[config.mk]
export PLATFORM = sky130hd
export DESIGN_NAME = intr_sched
export DESIGN_NICKNAME = d
export VERILOG_FILES = /design/src/rtl/intr_pkg.sv /design/src/rtl/edge_rise.sv /design/src/rtl/intr_sched.sv
export SDC_FILE = /design/constraint.sdc
export NUM_CORES = 1
export LEC_CHECK = 0
export BUFFER_PORTS_ARGS = -buffer_cell sky130_fd_sc_hd__buf_2
export CAP_MARGIN = 10
export CORE_AREA = 3 3 47 49
export DETAILED_ROUTE_END_ITERATION = 8
export DIE_AREA = 0 0 50 52
export GPL_TIMING_DRIVEN = 0
export PLACE_DENSITY_LB_ADDON = 0.08
export SYNTH_ARGS = -nofsm -noshare
export SYNTH_HDL_FRONTEND = slang
export SYNTH_HIERARCHICAL = 1
export SYNTH_SLANG_ARGS = --single-unit
[constraint.sdc]
create_clock -name clk -period 5.05 [get_ports clk]
set_input_delay 0.505 -clock clk [delete_from_list [all_inputs] [get_ports clk]]
set_output_delay 0.505 -clock clk [all_outputs]
set_load 0.005 [all_outputs]
[src/rtl/intr_pkg.sv]
`default_nettype none
// ============================================================================
// Module      : intr_pkg
// Description : Shared definitions for the interrupt scheduler: handler
//               state encoding, source index constants and mask reset value.
// Revision    : 1.0 - initial release
// ============================================================================
package intr_pkg;

    // Handler state. Explicit 2-bit encoding; the fourth code is unused and
    // recovers to IDLE.
    typedef enum logic [1:0] {
        IDLE    = 2'd0,
        TAKE    = 2'd1,
        SERVICE = 2'd2
    } state_e;

    // Bit positions of each source in pending / mask / take vectors.
    localparam int SRC1 = 0;
    localparam int SRC2 = 1;

    // Both sources disabled out of reset.
    localparam logic [1:0] MASK_RST = 2'b00;

endpackage
`default_nettype wire

[src/rtl/edge_rise.sv]
`default_nettype none
// ============================================================================
// Module      : edge_rise
// Description : 1-bit rising-edge detector. Registers the previous level of
//               d and flags a cycle where d is high but was low last cycle.
// Revision    : 1.0 - initial release
// ----------------------------------------------------------------------------
// Ports
//   clk    in   1  system clock, rising edge
//   reset  in   1  asynchronous active-low reset (history register -> 0)
//   d      in   1  level input, already synchronous to clk
//   rise   out  1  d & ~d_previous (combinational from d and history)
// ============================================================================
module edge_rise (
    input  logic clk,
    input  logic reset,
    input  logic d,
    output logic rise
);

    logic r_q;

    always_ff @(posedge clk or negedge reset) begin
        if (!reset) begin
            r_q <= 1'b0;
        end else begin
            r_q <= d;
        end
    end

    // A level held high through reset release counts as an edge, because the
    // history register starts at 0.
    assign rise = d & ~r_q;

endmodule
`default_nettype wire

[src/rtl/intr_sched.sv]
`default_nettype none
// ============================================================================
// Module      : intr_sched
// Description : Interrupt scheduler for the single-cycle CPU datapath.
//               Latches rising edges of irq1 / irq2 (timer expiry folds into
//               source 2), arbitrates by fixed priority (source 1 first),
//               issues one vector-select strobe when the stack is free and
//               then holds off until return-from-interrupt.
// Revision    : 1.0 - initial release
// ----------------------------------------------------------------------------
// Ports
//   clk         in   1      system clock, rising edge
//   reset       in   1      asynchronous active-low reset
//   irq1        in   1      external request 1 (level, rising edge = event)
//   irq2        in   1      external request 2 (level, rising edge = event)
//   timer_tick  in   1      one-cycle timer expiry, a source-2 event
//   stack_busy  in   1      control unit uses the stack this cycle
//   reti        in   1      one-cycle return-from-interrupt pulse
//   we_mask     in   1      mask register write enable
//   mask_in     in   2      new mask (bit0 = source 1, bit1 = source 2)
//   s_intr1     out  1      one-cycle strobe: take vector 1
//   s_intr2     out  1      one-cycle strobe: take vector 2
//   in_service  out  1      a handler is active (TAKE or SERVICE)
//   pending     out  2      latched, not yet taken events
//   mask        out  2      current enable mask
//   lost_cnt    out  CNT_W  saturating count of events dropped on a source
//                           that was already pending
// All outputs come straight from flops.
// ============================================================================
module intr_sched
    import intr_pkg::*;
#(
    parameter int CNT_W = 8
) (
    input  logic             clk,
    input  logic             reset,
    input  logic             irq1,
    input  logic             irq2,
    input  logic             timer_tick,
    input  logic             stack_busy,
    input  logic             reti,
    input  logic             we_mask,
    input  logic [1:0]       mask_in,
    output logic             s_intr1,
    output logic             s_intr2,
    output logic             in_service,
    output logic [1:0]       pending,
    output logic [1:0]       mask,
    output logic [CNT_W-1:0] lost_cnt
);

    localparam logic [CNT_W-1:0] c_lost_max = '1;

    // ------------------------------------------------------------------
    // Registered state
    // ------------------------------------------------------------------
    state_e           r_state;
    logic             r_s_intr1;
    logic             r_s_intr2;
    logic             r_in_service;
    logic [1:0]       r_pending;
    logic [1:0]       r_mask;
    logic [CNT_W-1:0] r_lost_cnt;

    // ------------------------------------------------------------------
    // Combinational
    // ------------------------------------------------------------------
    logic [1:0]       w_irq;
    logic [1:0]       w_edge;
    logic [1:0]       w_rise;
    logic [1:0]       w_eligible;
    logic [1:0]       w_take;
    logic [1:0]       w_lost;
    logic [1:0]       w_lost_n;
    logic [CNT_W:0]   w_lost_sum;
    logic [CNT_W-1:0] w_lost_nxt;
    state_e           w_state_nxt;

    // ------------------------------------------------------------------
    // Edge detection, one detector per external line
    // ------------------------------------------------------------------
    assign w_irq = {irq2, irq1};

    generate
        for (genvar gi = 0; gi < 2; gi++) begin : g_edge
            edge_rise u_edge_rise (
                .clk   (clk),
                .reset (reset),
                .d     (w_irq[gi]),
                .rise  (w_edge[gi])
            );
        end
    endgenerate

    // The timer shares the source-2 vector; its pulse is already one cycle
    // wide so it needs no edge detector.
    assign w_rise[SRC1] = w_edge[SRC1];
    assign w_rise[SRC2] = w_edge[SRC2] | timer_tick;

    // Arbitration looks only at the registered mask, so a mask write takes
    // effect one cycle after it is loaded.
    assign w_eligible = r_pending & r_mask;

    // ------------------------------------------------------------------
    // Handler FSM: next state and take decision
    // ------------------------------------------------------------------
    always_comb begin
        w_state_nxt = r_state;
        w_take      = 2'b00;
        case (r_state)
            IDLE: begin
                if ((w_eligible != 2'b00) && !stack_busy) begin
                    w_state_nxt = TAKE;
                    if (w_eligible[SRC1]) begin
                        w_take[SRC1] = 1'b1;
                    end else begin
                        w_take[SRC2] = 1'b1;
                    end
                end
            end
            TAKE: begin
                // The strobe is visible for exactly this cycle; reti here is
                // meaningless and ignored.
                w_state_nxt = SERVICE;
            end
            SERVICE: begin
                if (reti) begin
                    w_state_nxt = IDLE;
                end
            end
            default: begin
                w_state_nxt = IDLE;
            end
        endcase
    end

    always_ff @(posedge clk or negedge reset) begin
        if (!reset) begin
            r_state <= IDLE;
        end else begin
            r_state <= w_state_nxt;
        end
    end

    // ------------------------------------------------------------------
    // Lost-event accounting
    // ------------------------------------------------------------------
    // An event is lost only if its pending bit is still set after this edge
    // would have consumed it; a rise on the source being taken right now is a
    // fresh event and re-arms pending instead.
    assign w_lost   = w_rise & r_pending & ~w_take;
    assign w_lost_n = {1'b0, w_lost[SRC1]} + {1'b0, w_lost[SRC2]};

    // One extra bit of headroom so the saturation test sees the carry.
    assign w_lost_sum = {1'b0, r_lost_cnt} + {{(CNT_W-1){1'b0}}, w_lost_n};
    assign w_lost_nxt = (w_lost_sum > {1'b0, c_lost_max}) ? c_lost_max
                                                           : w_lost_sum[CNT_W-1:0];

    // ------------------------------------------------------------------
    // Output and bookkeeping registers
    // ------------------------------------------------------------------
    always_ff @(posedge clk or negedge reset) begin
        if (!reset) begin
            r_s_intr1    <= 1'b0;
            r_s_intr2    <= 1'b0;
            r_in_service <= 1'b0;
            r_pending    <= 2'b00;
            r_mask       <= MASK_RST;
            r_lost_cnt   <= '0;
        end else begin
            r_s_intr1    <= w_take[SRC1];
            r_s_intr2    <= w_take[SRC2];
            r_in_service <= (w_state_nxt != IDLE);
            // Set has priority over the take-clear of the same bit.
            r_pending    <= (r_pending & ~w_take) | w_rise;
            if (we_mask) begin
                r_mask <= mask_in;
            end
            r_lost_cnt   <= w_lost_nxt;
        end
    end

    assign s_intr1    = r_s_intr1;
    assign s_intr2    = r_s_intr2;
    assign in_service = r_in_service;
    assign pending    = r_pending;
    assign mask       = r_mask;
    assign lost_cnt   = r_lost_cnt;

endmodule
`default_nettype wire

# Word level (Yosys, flattened, before mapping)
# Index checks and enable logic that the tools add are counted.
# op_classes
n_addsub	2
order_cmp	1
n_eq_ne	2
muxes	8
bitwise	11
reduce_logical	5
# op_table
op	n
$add A8 B2 Y9	1
$gt A9 B8 Y1 const B	1
$and A2 B2 Y2	4
$mux W2	4
$mux W8	1
$pmux W2 S3	1
$reduce_bool A2 Y1	2
$add A1 B1 Y2	1
$and A1 B1 Y1	2
$eq A2 B1 Y1 const B	1
$eq A2 B2 Y1 const B	1
$logic_not A2 Y1	1
$mux W1	2
$not A1 Y1	2
$not A2 Y2	1
$or A2 B2 Y2	1
$logic_and A1 B1 Y1	1
$logic_not A1 Y1	1
$or A1 B1 Y1	1
# totals
regBits	19
in_bits	10
out_inout_bits	15
word_cells	38

# Logic depth before layout (Yosys ltp)
# Gate-level depths: netlist of the first run.
# logic_depth
word_depth	11
mapped_depth	9

# Hierarchy
# Netlist of the first run, hierarchy kept.
# modules_own_cells
mod	n_inst	cells_per_inst	area_each_um2	seq_area_each_um2
intr_sched	1	62	745.7	425.4
edge_rise	2	2	38.8	25.0

# Worst setup path after synthesis of the first run
# Ideal clock, no wire load.
# synth_timing
path_type	input -> register
startpoint	input port stack_busy
endpoint	register r_lost_cnt[7] (netlist: lost_cnt[7])
arrival_time_ns	1.961
required_time_ns	4.925
slack_ns	2.964
path_stages	7
cell_sequence	nor3_2 -> a21boi_0 -> nand2_1 -> fa_1 -> and4b_4 -> nand4_2 -> mux2_4
# synth_via
elab_chain_cells	10
# synth_lines
item	line_no	source
from (decl)	intr_sched.sv:40	input logic stack_busy,
$logic_not A1 Y1 (*)	intr_sched.sv:112	if ((w_eligible != 2'b00) && !stack_busy) begin
$logic_and A1 B1 Y1 (*)	intr_sched.sv:112	
$mux W2 (*)	intr_sched.sv:112	
$mux W2 (*)	intr_sched.sv:110	case (r_state)
$not A2 Y2 (*)	intr_sched.sv:151	assign w_lost = w_rise & r_pending & ~w_take;
$and A2 B2 Y2 (*)	intr_sched.sv:151	
$add A1 B1 Y2 (*)	intr_sched.sv:152	assign w_lost_n = {1'b0, w_lost[SRC1]} + {1'b0, w_lost[SRC2]};
$add A8 B2 Y9 (*)	intr_sched.sv:155	assign w_lost_sum = {1'b0, r_lost_cnt} + {{(CNT_W-1){1'b0}}, w_lost_n};
$gt A9 B8 Y1	intr_sched.sv:156	assign w_lost_nxt = (w_lost_sum > {1'b0, c_lost_max}) ? c_lost_max
$mux W8 (*)	intr_sched.sv:156	
via w_lost_nxt[7]	intr_sched.sv:76	logic [CNT_W-1:0] w_lost_nxt;
to (signal assigned)	intr_sched.sv:179	r_lost_cnt <= w_lost_nxt;
to (decl)	intr_sched.sv:63	logic [CNT_W-1:0] r_lost_cnt;
# The timed path passes the listed nets; every way through them passes the cells marked *.
# A chain may end at the register's enable or synchronous reset.

# Worst setup path in the final report of the first run
# layout_timing
startpoint	register r_state[0]
endpoint	register r_lost_cnt[3] (netlist: lost_cnt[3])
# layout_via
elab_chain_cells	8
# layout_lines
item	line_no	source
from (decl)	intr_sched.sv:57	state_e r_state;
from (signal assigned)	intr_sched.sv:141	r_state <= w_state_nxt;
$logic_not A2 Y1 (*)	intr_sched.sv:110	
$mux W2 (*)	intr_sched.sv:110	
$not A2 Y2 (*)	intr_sched.sv:151	
$and A2 B2 Y2 (*)	intr_sched.sv:151	
$add A1 B1 Y2 (*)	intr_sched.sv:152	
$add A8 B2 Y9 (*)	intr_sched.sv:155	
$gt A9 B8 Y1	intr_sched.sv:156	
$mux W8 (*)	intr_sched.sv:156	
via w_lost_nxt[3]	intr_sched.sv:76	
# Marked as above.

==> reports/results.tsv, run 1 <==
stage	metric	value	unit
timing	timing.final.crit_share	42.6	%
finish	num-nets-final	107	
timing	timing.final.ws_setup	2.90	ns
timing	grt_setup_unrepaired	no	
yosys	synth_seq_area_share	57.8	%
clocking	number_of_h_tree_levels	1	
routing	ant_nets	0	
power_and_ir_drop	totalPowerFinal	0.491	mW
yosys	synth.top_cell.area_share	57.8	%
setup_path	cp.arrival	2.33	ns
floorplanning	io_pins	25	
grt	antenna_found_initial	0	
timing	final.setup_skew	0.00476	ns
routing	detailroute.via_count	584	
clocking	cts_max_path_buffers	2	
placed_design	port_buffers	24	
hold_path	holdCritPathClass	in2async	
yosys	ys_seq_elements	19	
routing	routed-wl-met3	80	um
routing	drt-vias-per-instance	4.83	
timing	finalMaxSlewViolations	0	
floorplanning	placeableCoreArea	0.00190	mm2
yosys	synthesis.yosys.warnings	6	
floorplanning	placementRows	16	
power_and_ir_drop	power.density	489	mW/mm2
routing	drc	0	
routing	wl_met1	608	um
clocking	cts.clk_slew.worst_paths	0.10	ns
clocking	holdBufCountCts	0	
timing	final.setup.tns	0	ns
power_and_ir_drop	int_pwr	0.321	mW
setup_path	endpoint_kind	flop	
grt	largest_net_degree_at_the_start_of_global_routing	20	
clocking	clockRootBuffer	sky130_fd_sc_hd__clkbuf_4	
routing	firstDrtPassIters	2	
grt	grt_overflow_total	0	
yosys	synth.largest_area_cell	sky130_fd_sc_hd__dfrtp_1	
grt	wire_length_of_the_first_global_routing_pass	2480	um
routing	postRouteWirelength	1450	um
grt	grt_pass1_vias	561	
floorplanning	fp.dieW	50	um
setup_path	worst-endpoint-required	5.22	ns
clocking	cts.repair.resized	0	
yosys	postSynthCellCount	66	
routing	dr.first_iter.drc_count	8	
placed_design	pre_cts_setup_slack	2.73	ns
floorplanning	start_util	43.3	%
timing	timing.fmax	464	MHz
clocking	cts.sinks	19	
setup_path	path_class	reg2reg	
finish	finalCoreUtilization	52.8	%
floorplanning	chipHeight	52	um
finish	layout.filler_cells	178	
yosys	avgSynthCellArea	12.5	um2
routing	post_drt_wl_per_cell	12.0	um
power_and_ir_drop	combPwrFrac	32.6	%
routing	dr.max_layer_used	met4	
power_and_ir_drop	switching_power	0.170	mW
timing	report.final.setup_viol	0	
placed_design	place_congestion	0.712	
finish	final-instance-count-excl-fill	121	
clocking	cts_inserted_buffers	3	
finish	share_of_layout_cells_above_drive_strength_1	41.5	%
timing	finalHoldViolCount	0	
finish	antenna_cells_inserted	0	
power_and_ir_drop	switching_fraction_of_total_power	34.6	%
placed_design	dp.cells	117	
setup_path	worstPathMaxFanout	5	
clocking	cts_tree	yes	
yosys	ys_types	29	
run_status	outcome	completed	
clocking	clock_insertion_delay_worst_skew	0.29	ns
power_and_ir_drop	flop_pwr_share	52.4	%
yosys	synth_edf_count	0	
yosys	yosys-top-cells-area	sky130_fd_sc_hd__dfrtp_1, sky130_fd_sc_hd__nor2b_4, sky130_fd_sc_hd__mux2_2	
clocking	post-cts-setup-buffers	0	
placed_design	dpl.hpwl	1130	um
yosys	synthesis.nets	78	
yosys	synthesis.area	823	um2
setup_path	r2r_cells	9	
timing	timing.slew.headroom	73.3	%
yosys	ys.flop_type	sky130_fd_sc_hd__dfrtp_1	
power_and_ir_drop	clock_power_share	15.1	%
floorplanning	dieArea	0.00260	mm2
grt	groute.usage.overall	13.1	%
timing	timing.final.crit_period	2.15	ns
yosys	async_flop_share	100	%
setup_path	start_kind	flop	
flow_run	timing.max_cap.violations	0	
finish	area_growth	22.0	%
routing	met2RoutedLength	749	um
power_and_ir_drop	leakagePower	0.520	nW
timing	worst_slew_pin_slew	0.400	ns
power_and_ir_drop	power.ir.vdd_worst	0.000253	V
## path summary, 6_finish.rpt
path,startpoint,end,slack [ns]
min reg2reg,r_state[0],r_state[1],0.52
max in group asynchronous,reset,g_edge[1].u_edge_rise/r_q,4.64
max reg2reg,r_state[0],lost_cnt[3],2.90
max,r_state[0],lost_cnt[3],2.90
min in group clk,irq2,g_edge[1].u_edge_rise/r_q,0.33
min,reset,in_service,0.12
## final cells by class
class                      instances  area, um2  share of cell area [%]
clock buffer                       3       22.5                    2.24
sequential                        19        475                    47.3
clock inverter                     1       5.00                   0.498
timing repair buffer              24        120                    12.0
multi-input combinational         43        333                    33.1
inverter                           4       15.0                    1.49
tap                               27       33.8                    3.36
## power by group through the flow
stage / Sequential (mW) / Combinational [mW] / Clock, mW
4_1_cts: 0.258 / 0.165 / 0.0779
3_5_place_dp: 0.260 / 0.164 / 0
2_1_floorplan: 0.256 / 0.0937 / 0
5_1_grt: 0.266 / 0.186 / 0.0849
3_3_place_gp: 0.257 / 0.160 / 0
6_report: 0.257 / 0.160 / 0.0739
## stage by stage
step                      area [um2]  hold slack [ns]
final                           1000            0.119
after global routing            1000            0.132
after CTS                       1000            0.125
after detailed placement         977            0.459
after global placement           977            0.471
after floorplan                  823            0.209
## layer usage
metal | GRT usage (%) | vias up
met2 | 21.1 | 14
met5 | 0 | -
met3 | 5.44 | 2
met4 | 5.53 | 0
met1 | 15.2 | 281
li1 | - | 287
## placed cells by master, fill, tap and decap left out, drive strengths merged
cell type / n
a211o: 1
a21boi: 2
a21oi: 2
a31oi: 2
a41oi: 1
and3: 4
and4b: 1
buf: 24
clkbuf: 3
clkinv: 1
dfrtp: 19
fa: 1
ha: 1
inv: 4
mux2: 3
mux2i: 1
nand2: 5
nand2b: 3
nand3: 3
nand4: 1
nor2: 1
nor2b: 3
nor3: 2
o211ai: 1
o21ai: 2
or2: 2
xnor2: 1
## cells by family (layout without fill, tap and decap cells)
group                      Yosys count  count (layout)  share of synthesized area (%)
buffers and inverters                4              32                           1.82
DFF                                 19              19                           57.8
adders and majority gates            2               2                           3.95
AOI/OAI and AO/OA                   11              11                           8.81
xor gates and xnor gates             1               1                           1.06
and+or+nand+nor                     25              25                           20.8
muxes                                4               4                           5.77
## worst max-delay path, stage by stage (launching register included)
cell and delay (ns):
sky130_fd_sc_hd__dfrtp_1 0.41, sky130_fd_sc_hd__nor3_2 0.25, sky130_fd_sc_hd__nand3_1 0.17, sky130_fd_sc_hd__o211ai_1 0.15, sky130_fd_sc_hd__fa_1 0.23, sky130_fd_sc_hd__inv_1 0.06
sky130_fd_sc_hd__ha_1 0.22, sky130_fd_sc_hd__and3_2 0.24, sky130_fd_sc_hd__nand3_1 0.18, sky130_fd_sc_hd__o21ai_0 0.11
## flip-flops by register name, summed over array words and instances, names as in the netlist
signal,cells
r_state,2
s_intr1,1
g_edge.u_edge_rise/r_q,2
mask,2
pending,2
lost_cnt,8
in_service,1
s_intr2,1
## cells in the mapped netlist (all sizes together), types with 2 or more instances
cell,n
nor3,2
and3,4
or2,2
nand3,3
mux2,3
o21ai,2
nand2,5
dfrtp,19
a21boi,2
inv,4
a21oi,2
nand2b,3
nor2b,3
a31oi,2
Power figures use the tool's default switching activity.
==> run 2: changes to the inputs <==
==> constraint.sdc (replaced) <==
create_clock -name clk -period 2 [get_ports clk]
set_input_delay 0.2 -clock clk [delete_from_list [all_inputs] [get_ports clk]]
set_output_delay 0.2 -clock clk [all_outputs]
set_load 0.005 [all_outputs]
==> reports/results.tsv, run 2 (synthesized netlist as in run 1, its figures left out) <==
stage	metric	value	unit	change
finish	antenna_cells_inserted	0		unchanged
floorplanning	fp.dieW	50	um	unchanged
floorplanning	placementRows	16		unchanged
placed_design	dpl.hpwl	1130	um	unchanged
clocking	cts_tree	yes		
routing	firstDrtPassIters	4		+2
setup_path	worstPathMaxFanout	4		-1
grt	antenna_found_initial	0		unchanged
finish	commonest_cells_after_routing_fill_and_taps_aside	sky130_fd_sc_hd__buf_2, sky130_fd_sc_hd__dfrtp_1, sky130_fd_sc_hd__buf_4		
finish	area_occupied_by_multi_input_gates	390	um2	+17%
power_and_ir_drop	leakagePower	0.538	nW	+3.4%
timing	finalMaxSlewViolations	0		unchanged
finish	layout.filler_cells	177		-0.56%
hold_path	holdCritPathClass	in2reg		
routing	dr.first_iter.drc_count	4		-4
run_status	outcome	completed		
timing	timing.final.crit_period	1.97	ns	-0.179 ns
power_and_ir_drop	power.ir.vdd_worst	0.000671	V	+170%
placed_design	port_buffers	24		unchanged
setup_path	r2r-start	r_state[1]		
timing	timing.slew.headroom	72.9	%	-0.43 points
grt	wire_length_of_the_first_global_routing_pass	2600	um	+4.7%
clocking	cts_inserted_buffers	3		unchanged
power_and_ir_drop	totalPowerFinal	1.37	mW	+180%
timing	timing.fmax	507	MHz	+9.1%
hold_path	hold_start	irq2		
power_and_ir_drop	int_pwr	0.880	mW	+170%
power_and_ir_drop	flop_pwr_share	49.2	%	-3.2 points
finish	largest_register_ff_count	8		unchanged
floorplanning	placeableCoreArea	0.00190	mm2	unchanged
hold_path	hold_depth	1		
timing	finalHoldViolCount	0		unchanged
setup_path	endpoint_kind	flop		
grt	grt_pass1_vias	599		+6.8%
finish	share_of_layout_cells_above_drive_strength_1	51.0	%	+9.5 points
routing	postRouteWirelength	1580	um	+9.1%
setup_path	worst-endpoint-required	2.19	ns	-3.03 ns
flow_run	timing.max_cap.violations	0		unchanged
routing	ant_nets	0		unchanged
clocking	cts_max_path_buffers	2		unchanged
clocking	number_of_h_tree_levels	1		unchanged
placed_design	place_congestion	0.712		unchanged
timing	report.final.setup_viol	0		unchanged
routing	drc	0		unchanged
floorplanning	io_pins	25		unchanged
timing	timing.final.ws_setup	0.0260	ns	-2.87 ns
setup_path	reg2reg_setup_slack	0.03	ns	-2.87 ns
clocking	clockRootBuffer	sky130_fd_sc_hd__clkbuf_4		
power_and_ir_drop	power.density	1240	mW/mm2	+150%
clocking	cts.sinks	19		unchanged
power_and_ir_drop	combPwrFrac	37.0	%	+4.4 points
grt	grt_overflow_total	0		unchanged
power_and_ir_drop	switching_fraction_of_total_power	36.0	%	+1.5 points
grt	largest_net_degree_at_the_start_of_global_routing	20		unchanged
finish	final_cell_area	0.00111	mm2	+10%
routing	post_drt_wl_per_cell	12.4	um	+4.0%
setup_path	regToRegEndpoint	lost_cnt[7]		
floorplanning	chipHeight	52	um	unchanged
finish	num-nets-final	113		+5.6%
placed_design	placement.cell_area	977	um2	unchanged
clocking	cts.clk_slew.worst_paths	0.11	ns	about the same
routing	drt-vias-per-instance	4.87		+0.82%
setup_path	r2r_cells	7		-2
power_and_ir_drop	clock_power_share	13.8	%	-1.3 points
timing	finalHoldWorstSlack	0.0252	ns	-0.0937 ns
grt	groute.usage.overall	13.7	%	+0.62 points
setup_path	path_class	reg2reg		
hold_path	hold_path_end	g_edge[1].u_edge_rise/r_q		
floorplanning	start_util	43.3	%	unchanged
power_and_ir_drop	switching_power	0.495	mW	+190%
floorplanning	dieArea	0.00260	mm2	unchanged
finish	final_common_cell	sky130_fd_sc_hd__buf_2		
routing	detailroute.via_count	618		+5.8%
setup_path	cp.arrival	2.17	ns	-0.16 ns
setup_path	start_kind	flop		
timing	worst_slew_pin_slew	0.406	ns	+0.00644 ns
finish	area.sequential	475	um2	unchanged
finish	area_growth	34.8	%	
placed_design	pre_cts_setup_slack	-0.169	ns	-2.90 ns
timing	final.setup_skew	0.00497	ns	+0.000210 ns
clocking	clock_insertion_delay_worst_skew	0.30	ns	about the same
timing	grt_setup_unrepaired	yes		
timing	timing.final.crit_share	98.7	%	+56 points
-- run 2: stage by stage --
stage	utilization [%]	setup TNS (ns)	cells
floorplan	-	0	66
global placement	51.4	-0.934	117
detailed placement	51.4	-0.896	117
CTS	55.3	0	124
global route	58.4	-0.201	127
finish	58.4	0	127
-- run 2: timing repair --
item | 4_1_cts | 5_1_grt
buffers inserted | 2 | 3
gates cloned | 0 | 0
setup endpoints to repair | 7 | 8
hold endpoints to repair | 19 | 0
hold buffers | 1 | 0
pin swaps | 4 | 6
gates resized for setup | 6 | 8
-- run 2: how the worst max path moves through the flow --
| stage | startpoint | endpoint | slack [ns] | cells after the start |
|---|---|---|---|---|
| floorplan | r_state[0] | lost_cnt[7] | 0.04 | 7 |
| global placement | r_state[0] | lost_cnt[5] | -0.18 | 9 |
| detailed placement | r_state[0] | lost_cnt[3] | -0.17 | 9 |
| CTS | r_state[1] | lost_cnt[6] | 0.006 | 9 |
| global route | r_state[1] | lost_cnt[6] | -0.07 | 9 |
| finish | r_state[1] | lost_cnt[7] | 0.03 | 7 |
-- run 2: critical path, cell delays in order, from the launching register on --
cell	delay, ns
sky130_fd_sc_hd__dfrtp_1	0.41
sky130_fd_sc_hd__nor3_4	0.07
sky130_fd_sc_hd__a21boi_2	0.13
sky130_fd_sc_hd__nand2_1	0.09
sky130_fd_sc_hd__fa_2	0.38
sky130_fd_sc_hd__and4b_4	0.37
sky130_fd_sc_hd__nand4_4	0.10
sky130_fd_sc_hd__mux2_4	0.31
-- run 2: metal layers --
metal	share of wire (%)	vias up	track usage, %
met1	41	299	15.2
met2	53	18	23.3
met5	0	-	0
met4	0.63	0	5.53
met3	5.3	2	5.44
li1	-	299	-
-- run 2: cell type report --
cell class	count	area share (%)
inverters	4	1.35
clock inverters	1	0.451
repair buffers	30	15.1
multi-input cells	43	35.2
flip-flops and latches	19	42.8
clock buffers	3	2.03
well taps	27	3.04
-- run 2: power groups by stage --
stage / Combinational [mW] / Clock (mW) / Sequential, mW
3_3_place_gp: 0.405 / 0 / 0.648
4_1_cts: 0.455 / 0.197 / 0.655
3_5_place_dp: 0.414 / 0 / 0.657
5_1_grt: 0.577 / 0.214 / 0.699
6_report: 0.508 / 0.190 / 0.677
2_1_floorplan: 0.237 / 0 / 0.646
